$ cat config.mk
export PLATFORM = sky130hd
export DESIGN_NAME = load_store_unit
export DESIGN_NICKNAME = d
export VERILOG_FILES = /design/src/rtl/load_store_unit.sv
export SDC_FILE = /design/constraint.sdc
export NUM_CORES = 1
export LEC_CHECK = 0
export BUFFER_PORTS_ARGS = -buffer_cell sky130_fd_sc_hd__buf_2
export CAP_MARGIN = 15
export CORE_ASPECT_RATIO = 1.1
export CORE_MARGIN = 3
export CORE_UTILIZATION = 25
export CTS_CLUSTER_DIAMETER = 80
export DETAILED_ROUTE_END_ITERATION = 16
export PLACE_DENSITY_LB_ADDON = 0.12
export REMOVE_ABC_BUFFERS = 1
export SETUP_SLACK_MARGIN = 0.05
export SYNTH_ARGS = -nofsm -noshare
export SYNTH_HDL_FRONTEND = slang
export SYNTH_SLANG_ARGS = --single-unit
export TNS_END_PERCENT = 20
$ cat constraint.sdc
create_clock -name Clk -period 1.8 [get_ports Clk]
set_input_delay 0.45 -clock Clk [delete_from_list [all_inputs] [get_ports Clk]]
set_output_delay 0.45 -clock Clk [all_outputs]
set_load 0.02 [all_outputs]
$ cat src/rtl/load_store_unit.sv
// Load/store initiator for a word-indexed data memory: byte/halfword/word accesses,
// read-modify-write for sub-word stores, sign/zero extension on loads.
module load_store_unit #(
  parameter int MEM_WORDS = 128
) (
  input  logic        Clk,
  input  logic        Reset,
  input  logic        Req,
  input  logic        ReqWrite,
  input  logic [1:0]  ReqSize,
  input  logic        ReqSigned,
  input  logic [31:0] ReqAddr,
  input  logic [31:0] ReqWData,
  output logic        Ready,
  output logic        Done,
  output logic        Err,
  output logic [31:0] RData,
  output logic        MemRead,
  output logic        MemWrite,
  output logic [31:0] Address,
  output logic [31:0] WriteData,
  input  logic [31:0] ReadData
);

  typedef enum logic [2:0] {
    S_IDLE   = 3'd0,
    S_CHK    = 3'd1,
    S_RD     = 3'd2,
    S_RMW_RD = 3'd3,
    S_WR     = 3'd4,
    S_FIN    = 3'd5
  } state_e;

  localparam logic [1:0] SZ_BYTE = 2'b00;
  localparam logic [1:0] SZ_HALF = 2'b01;
  localparam logic [1:0] SZ_WORD = 2'b10;

  state_e      state_q, state_d;
  logic        write_q;
  logic [1:0]  size_q;
  logic        signed_q;
  logic [31:0] addr_q;
  logic [31:0] wdata_q;
  logic [31:0] merge_q, merge_d;
  logic        err_q, err_d;
  logic [31:0] rdata_q, rdata_d;

  logic        accept;
  logic        bad_req;
  logic [4:0]  lane_shift;
  logic [31:0] rd_shifted;
  logic [31:0] load_ext;
  logic [31:0] lane_mask;
  logic [31:0] merged;

  assign accept     = (state_q == S_IDLE) && Req;
  assign lane_shift = {addr_q[1:0], 3'b000};

  assign bad_req = (size_q == 2'b11)
                || ((size_q == SZ_HALF) && addr_q[0])
                || ((size_q == SZ_WORD) && (addr_q[1:0] != 2'b00))
                || (addr_q[31:2] >= 30'(MEM_WORDS));

  // Little-endian lane select; a halfword is aligned, so 8*a equals 16*a[1].
  assign rd_shifted = ReadData >> lane_shift;

  always_comb begin
    load_ext = ReadData;
    case (size_q)
      SZ_BYTE: load_ext = {{24{signed_q & rd_shifted[7]}}, rd_shifted[7:0]};
      SZ_HALF: load_ext = {{16{signed_q & rd_shifted[15]}}, rd_shifted[15:0]};
      default: load_ext = ReadData;
    endcase
  end

  assign lane_mask = ((size_q == SZ_BYTE) ? 32'h0000_00FF : 32'h0000_FFFF) << lane_shift;
  assign merged    = (ReadData & ~lane_mask) | ((wdata_q << lane_shift) & lane_mask);

  always_comb begin
    state_d = state_q;
    err_d   = err_q;
    rdata_d = rdata_q;
    merge_d = merge_q;
    case (state_q)
      S_IDLE: begin
        if (Req) begin
          state_d = S_CHK;
          err_d   = 1'b0;
        end
      end
      S_CHK: begin
        if (bad_req) begin
          err_d   = 1'b1;
          state_d = S_FIN;
        end else if (!write_q) begin
          state_d = S_RD;
        end else if (size_q == SZ_WORD) begin
          state_d = S_WR;
        end else begin
          state_d = S_RMW_RD;
        end
      end
      S_RD: begin
        rdata_d = load_ext;
        state_d = S_FIN;
      end
      S_RMW_RD: begin
        merge_d = merged;
        state_d = S_WR;
      end
      S_WR:    state_d = S_FIN;
      S_FIN:   state_d = S_IDLE;
      default: state_d = S_IDLE;
    endcase
  end

  always_ff @(posedge Clk) begin
    if (Reset) begin
      state_q  <= S_IDLE;
      write_q  <= 1'b0;
      size_q   <= 2'b00;
      signed_q <= 1'b0;
      addr_q   <= 32'h0;
      wdata_q  <= 32'h0;
      merge_q  <= 32'h0;
      err_q    <= 1'b0;
      rdata_q  <= 32'h0;
    end else begin
      state_q <= state_d;
      merge_q <= merge_d;
      err_q   <= err_d;
      rdata_q <= rdata_d;
      if (accept) begin
        write_q  <= ReqWrite;
        size_q   <= ReqSize;
        signed_q <= ReqSigned;
        addr_q   <= ReqAddr;
        wdata_q  <= ReqWData;
      end
    end
  end

  // Write strobe is gated by Reset so an aborted store never reaches memory.
  assign Ready     = (state_q == S_IDLE);
  assign Done      = (state_q == S_FIN);
  assign Err       = (state_q == S_FIN) && err_q;
  assign RData     = rdata_q;
  assign MemRead   = (state_q == S_RD) || (state_q == S_RMW_RD);
  assign MemWrite  = (state_q == S_WR) && !Reset;
  assign Address   = {2'b00, addr_q[31:2]};
  assign WriteData = (state_q != S_WR) ? 32'h0 :
                     (size_q == SZ_WORD) ? wdata_q : merge_q;

endmodule

Yosys cells after proc, flatten, opt, wreduce, memory -nomap -nowiden
Cells that the tools add are included.
Storage, ports and cells
  flip-flop bits (word level): 136
  bits of input ports: 103
  output and inout port bits: 101
  word-level logic and storage cells: 58
Operators by class
  order comparisons: 1
  equal/unequal tests: 11
  shift operators: 3
  mux-type cells: 12
  bitwise logic cells: 6
  reduce and logical (&&, ||, !) cells: 16
Operators with widths (number)
  AND 32 bit: 2
  two-way mux 32 bit: 2
  one-hot mux 32 bit (2 select lines): 1
  inverter 32 bit: 1
  OR 32 bit: 1
  left shift 16 x 5 -> 32 bit: 1
  left shift 32 x 5 -> 32 bit: 1
  right shift 32 x 5 -> 16 bit: 1
  >= comparator 30 x 8 -> 1 bit, second input constant: 1
  two-way mux 16 bit: 1
  two-way mux 3 bit: 4
  one-hot mux 3 bit (4 select lines): 1
  equality test 3 x 2 -> 1 bit, second input constant: 2
  equality test 3 bit, second input constant: 2
  logical AND 1 bit: 5
  equality test 2 bit, second input constant: 2
  logical OR 1 bit: 4
  != test 2 bit, second input constant: 2
  nonzero test 2 bit: 2
  equality test 3 x 1 -> 1 bit, second input constant: 1
  zero test 3 bit: 1
  != test 3 bit, second input constant: 1
  AND reduction 3 bit: 1
  AND 1 bit: 2
  other kinds (6): 7

Longest topological paths before layout
Gate-level depths: netlist of run 1.
  depth in word-level cells: 7
  gate-level depth with buffers: 8
  depth with buffers taken out: 4

Worst setup path after synthesis of run 1
Ideal clock, no wire load.
  kind: reg2out
  start: reg size_q[0]
  end: out WriteData[10]
  arrival: 1522 ps
  required time: 1350 ps
  path slack: -172 ps
  cell stages (with the launch flop): 7
  path buffers: 3
  cell sequence: dfxtp_1 > buf_4 > nor2b_1 > clkbuf_1 > clkbuf_1 > nand2_1 > a21oi_1
On the way
  word-level cells in the longest chain between the ends: 3
RTL lines
  start, declared: RTL line 40  | logic [1:0] size_q;
  start signal, assigned: RTL line 135  | size_q <= ReqSize;
  equality test 2 bit: RTL line 152  | (size_q == SZ_WORD) ? wdata_q : merge_q;
  two-way mux 32 bit: RTL line 152
  two-way mux 32 bit: RTL line 151  | assign WriteData = (state_q != S_WR) ? 32'h0 :
  end, declared: RTL line 21  | output logic [31:0] WriteData,
No other way between the ends.

Worst setup path in the final report of run 1
  start: reg size_q[1]
  end: out WriteData[2]
Same word-level chain as after synthesis.

==> impl_metrics.toml, run 1 <==
[run_status]
status = "complete, but fails checks"
violations = "negative setup slack"

[clocking]
cts-root-buf = "clkbuf_16"
worstSkewPairLatency_ns = 0.41
htreeDepth = 4
cts_tree = "yes"
cts_buffer_depth = 2
clk_pin_slew_ns = 0.06
cts_sinks = 136
cts_buffers = 17

[setup_path]
path_class = "flip-flop to primary output"
r2r_cells = 8
cp.required_ns = 1.35
worstReg2RegEnd = "merge_q[21]"
cp_max_fo = 8
reg2reg_slack_ns = 0.11
crit_path_end_kind = "primary output"
critPathLaunchType = "flip-flop"
reg2reg_from = "size_q[1]"
critPathArrivalTime_ns = 1.63

[power]
pwr-share-comb_pct = 25.2
p_sw_mw = 3.02
clockPowerShare_pct = 38.4
power.density_nw_per_um2 = 1010
power_mw = 9.39
power.share.switching_pct = 32.1
p_leak_nw = 3.69
p_int_mw = 6.38
ir_drop_mv = 0.499
sequentialPowerShare_pct = 36.4

[placement]
place_congestion = 0.775
dp.cells = 1407
dp_hpwl_um = 17600
port_buffers = 201

[detailed_routing]
wl_um = 25200
met1_length_um = 12100
via_per_inst = 4.79
ant_nets = 0
route.detailed.drc = 0
vias = 6915
dr.pass1.iters = 5
top_layer = "met5"
met2_length_um = 11300
drt_iter0_markers = 483
wl_met3_um = 1440
wl_per_cell_um = 17.5

[timing]
finalWorstSetupSlack_ns = -0.281
period_needed_ns = 2.08
drv_slew = 0
fmax_ghz = 0.481
finalCritPeriodShare_pct = 116
rsz0062_at_grt = "yes"
setup_viol_count_final = 34
finClkSkew_ns = 0.00987
hold_viol = 0

[cells_and_area]
drive_gt1_share_pct = 32.9
finalNonFillerCells = 1443
area_growth_pct = 37.5
layout.nets = 1182
antenna_cells = 0
final_cell_mix = "222 x nand2_1, 163 x buf_2, 131 x dfxtp_1, 117 x a21oi_1, 62 x buf_4"
layout_commonest_cell = "nand2_1"

[synthesis]
ys_dominant_reg_cell = "dfxtp_1"
ys_warn_count = 0
synth-async-reset-ratio_pct = 0
synth-seq-area-share_pct = 40.2
synth_edf_count = 0
ys_types = 50
synth_cells = 908
mappedNetlistArea_um2 = 6780
syn_avg_cell_area_um2 = 7.47
ys_ff_latch = 136

[grt]
grt_max_degree = 89
antenna_found_initial = 2
grt_pass1_wl_um = 39000
grt_pass1_vias = 6778
grt_overflow_total = 0
track_usage_pct = 17.0

[die]
ios = 204
die_w_um = 163
core_area_um2 = 26400
fp.dieH_um = 179
rows = 62
initial_utilization_pct = 25.7
dieArea_um2 = 29100

[worst_hold_path]
holdPathEnd = "wdata_q[31]"
hold_depth = 3
hp-start = "ReqWData[31]"
hold_path_class = "input pin to flip-flop"

[run]
cap_violations = 0
cell usage after synthesis (all sizes together) (2+ instances only):
cell type | number | share of area, %
nand2b | 20 | 1.8
a221oi | 2 | 0.26
a21oi | 142 | 10
o211ai | 3 | 0.41
o22ai | 15 | 1.4
o31a | 7 | 0.90
inv | 9 | 0.50
nor2b | 6 | 0.55
a311oi | 16 | 2.1
o221ai | 7 | 0.90
mux2i | 15 | 2.2
nand2 | 232 | 13
buf | 62 | 5.9
nor3 | 4 | 0.37
nand3b | 10 | 1.1
o21ai | 33 | 2.4
mux2 | 6 | 1.0
dfxtp | 136 | 40
a211oi | 26 | 2.9
clkbuf | 52 | 2.9
and2 | 3 | 0.28
nor2 | 57 | 3.2
and3b | 2 | 0.26
a2bb2oi | 6 | 0.78
a222oi | 7 | 1.0
nor4 | 5 | 0.46
and3 | 10 | 0.92
what timing repair did:
action,CTS,global route
buffers inserted,3,0
gates resized for setup,79,51
gates cloned,1,1
hold buffers,0,0
pin swaps,9,18
endpoints found under the setup margin,37,59
kinds of logic after synthesis:
kind of cell           Yosys count  synth area share (%)
AND/OR/NAND/NOR                354                  22.6
multiplexers                    21                  3.21
AO/OA/AOI/OAI                  272                  24.6
buffers and inverters          124                  9.36
other                            1                0.0553
flip-flops                     136                  40.2
power groups by stage:
stage / sequential (mW) / clock [mW] / combinational, mW
finish: 3.42 / 3.60 / 2.37
global route: 3.45 / 3.85 / 2.60
CTS: 3.41 / 3.74 / 2.32
detailed placement: 3.47 / 0 / 2.21
global placement: 3.47 / 0 / 2.21
floorplan: 3.62 / 0 / 0.941
registers in the layout, indices dropped and copies added (netlist names):
register	count
state_q	3
signed_q	1
RData	32
write_q	1
merge_q	32
wdata_q	32
err_q	1
size_q	2
addr_q	32
worst max-delay path: stages, from the launching register on:
cell and delay [ns]:
dfxtp_4 0.35, nor2b_4 0.17, buf_6 0.16, buf_12 0.16, nand2_4 0.05, a21oi_2 0.16, buf_4 0.16
per-stage QoR:
step / utilization, % / hold WS (ns) / setup WS, ns / area, um2 / setup TNS (ns)
CTS: 34.5 / 0.243 / -0.293 / 9100 / -7.82
global route: 35.3 / 0.257 / -0.350 / 9320 / -10.09
detailed placement: 31.2 / 0.444 / -0.132 / 8220 / -0.133
floorplan: - / 0.431 / -1.39 / 6190 / -122.46
finish: 35.3 / 0.267 / -0.281 / 9320 / -7.29
global placement: 31.2 / 0.441 / -0.145 / 8220 / -0.182
routing by layer:
metal | up-vias | GRT usage [%]
met1 | 3221 | 23.9
met3 | 28 | 3.93
met5 | - | 0
met4 | 4 | 4.65
met2 | 204 | 26.3
li1 | 3458 | -
cell type report:
cell class | count | area [um2]
clock buffer | 18 | 439
clock inverter | 13 | 154
tap | 352 | 440
multi-input combinational | 649 | 3650
inverter | 10 | 37.5
sequential | 136 | 2730
timing repair buffer | 265 | 1870
fill | 2859 | 17100
worst max-delay path by stage:
stage                     startpoint            to  slack [ns]
after detailed placement   size_q[1]  WriteData[8]       -0.13
after floorplan            size_q[1]  WriteData[0]       -1.39
after CTS                  size_q[1]  WriteData[8]       -0.29
after global placement     size_q[1]  WriteData[8]       -0.14
after global routing       size_q[1]  WriteData[2]       -0.35
final                      size_q[1]  WriteData[2]       -0.28
Note: power is estimated with default switching activity, not from simulation.
==> run 2, diff against run 1 <==
==> constraint.sdc (replaced) <==
create_clock -name Clk -period 1.9 [get_ports Clk]
set_input_delay 0.475 -clock Clk [delete_from_list [all_inputs] [get_ports Clk]]
set_output_delay 0.475 -clock Clk [all_outputs]
set_load 0.02 [all_outputs]
==> run 2 against run 1 <==
  * Clock power is 4% lower
  * The flow still finishes with violations (negative setup slack)
  * Combinational power is 6% lower
  * Sequential share of layout area is 0.19 points higher
  * Register-to-register slack better by 0.10 ns
  * Critical path type unchanged
  * Non-clock buffer count is 8 lower
  * Routed wire length is 2.6% higher
  * Critical endpoint is now WriteData[27]
  * Worst hold slack better by 0.023 ns
  * Setup slack better by 0.071 ns
  * Die area stayed put
  * Core utilization is 0.23 points lower
  * Clock skew is 0.0011 ns lower
==> impl_metrics.toml, run 2 (same netlist as run 1, synthesis figures left out) <==
[run_status]
status = "complete, but fails checks"
violations = "negative setup slack"

[timing]
finClkSkew_ns = 0.00876
drv_slew = 0
fmax_ghz = 0.474
period_needed_ns = 2.11
finalCritPeriodShare_pct = 111
hold_ws_ns = 0.290
setup_viol_count_final = 34
finalWorstSetupSlack_ns = -0.210
hold_viol = 0
setup_tns_ns = -4.95
rsz0062_at_grt = "yes"

[clocking]
ctsHoldBuffers = 0
clk_pin_slew_ns = 0.06
cts-root-buf = "clkbuf_16"
cts_buffers = 17
cts_tree = "yes"
worstSkewPairLatency_ns = 0.41
cts_sinks = 136
cts_buffer_depth = 2
htreeDepth = 4

[grt]
track_usage_pct = 17.7
grt_pass1_vias = 6772
busiest_layer = "met2"
grt_max_degree = 93
grt_use_met1_pct = 24.4
grt_overflow_total = 0
antenna_found_initial = 2
grt_pass1_wl_um = 40100
grt.met3_usage_pct = 3.97
met2_usage_pct = 27.8

[detailed_routing]
wl_per_cell_um = 18.0
wl_um = 25900
route.detailed.drc = 0
dr.pass1.iters = 5
drt_iter0_markers = 552
ant_nets = 0
via_per_inst = 4.82
vias = 6911

[setup_path]
reg2reg_from = "size_q[1]"
path_class = "flip-flop to primary output"
r2r_cells = 8
critPathArrivalTime_ns = 1.63
worstReg2RegEnd = "merge_q[21]"
cp.required_ns = 1.42
reg2reg_slack_ns = 0.21
crit_path_end_kind = "primary output"
cp_max_fo = 7
critPathLaunchType = "flip-flop"

[cells_and_area]
finalNonFillerCells = 1435
layout.nets = 1174
utilization_pct = 35.1
stdcell_area_um2 = 9260
drive_gt1_share_pct = 32.2
layout_commonest_cell = "nand2_1"
antenna_cells = 0
nFillCells = 2859
area_growth_pct = 36.6
final_cell_mix = "218 x nand2_1, 166 x buf_2, 131 x dfxtp_1, 119 x a21oi_1, 54 x buf_4"

[die]
rows = 62
fp.dieH_um = 179
initial_utilization_pct = 25.7
core_area_um2 = 26400
ios = 204
dieArea_um2 = 29100
die_w_um = 163

[power]
pwr-share-comb_pct = 24.9
ir_drop_mv = 0.499
power.density_nw_per_um2 = 965
p_int_mw = 6.05
clockPowerShare_pct = 38.8
p_sw_mw = 2.88
power.share.switching_pct = 32.3
p_leak_nw = 3.67
power_mw = 8.93
sequentialPowerShare_pct = 36.3

[run]
cap_violations = 0

[worst_hold_path]
hold_path_class = "input pin to flip-flop"
hp-start = "ReqAddr[29]"
hold_depth = 3
holdPathEnd = "addr_q[29]"

[placement]
dp_slack_ns = 0.0747
place_congestion = 0.775
port_buffers = 201
place_area_um2 = 8120
dp_hpwl_um = 17600
dp.cells = 1394
==> run 2: changes by cell type in the layout (fill, tap and decap cells not counted), moves of 2 or more <==
cell      before  now
clkinv_2       6    4
buf_4         62   54
a21oi_1      117  119
nand2_1      222  218
buf_16         1    4
buf_6         25   22
nand2_2        5    8
buf_2        163  166
a21oi_2       23   21
==> run 2: power by group through the flow <==
stage / clock (mW) / combinational [mW] / sequential, mW
2_1_floorplan: 0 / 0.892 / 3.43
3_3_place_gp: 0 / 2.04 / 3.29
3_5_place_dp: 0 / 2.04 / 3.29
4_1_cts: 3.58 / 2.22 / 3.23
5_1_grt: 3.69 / 2.45 / 3.27
6_report: 3.47 / 2.22 / 3.24
==> run 2: per-layer routing <==
metal  wire length (um)  share of wire [%]  up-vias
met5                 34               0.13        -
met4                410                1.6        4
met3               1550                6.0       25
met2              11800                 45      214
met1              12100                 47     3234
li1                   -                  -     3434
==> run 2: critical path, cell delays in order (launching register included) <==
cell,delay (ns)
dfxtp_4,0.35
nor2b_4,0.17
buf_6,0.16
buf_12,0.16
nand2_2,0.06
a21oi_2,0.17
buf_6,0.14
==> run 2: layout make-up <==
| type | instances | area (um2) | share of cell area [%] |
|---|---|---|---|
| clock inverters | 12 | 151 | 1.64 |
| multi-input cells | 649 | 3630 | 39.2 |
| well taps | 352 | 440 | 4.76 |
| inverters | 10 | 37.5 | 0.405 |
| clock buffers | 19 | 453 | 4.89 |
| repair buffers | 257 | 1810 | 19.5 |
| flip-flops and latches | 136 | 2730 | 29.5 |
==> run 2: how the worst max path moves through the flow <==
| stage | start | endpoint | slack [ns] | cells past startpoint |
|---|---|---|---|---|
| 2_1_floorplan | size_q[1] | WriteData[0] | -1.31 | 3 |
| 3_3_place_gp | size_q[1] | WriteData[3] | 0.04 | 5 |
| 3_5_place_dp | size_q[1] | WriteData[3] | 0.07 | 5 |
| 4_1_cts | size_q[1] | WriteData[0] | -0.21 | 6 |
| 5_1_grt | size_q[1] | WriteData[8] | -0.27 | 6 |
| 6_report | size_q[1] | WriteData[27] | -0.21 | 6 |
==> run 2: repair_timing <==
item                       CTS  global route
cloned                       4             0
pin swaps                   12            13
buffers inserted             7             0
setup endpoints to repair   36            40
resized for setup           85            34
hold endpoints to repair     0             0
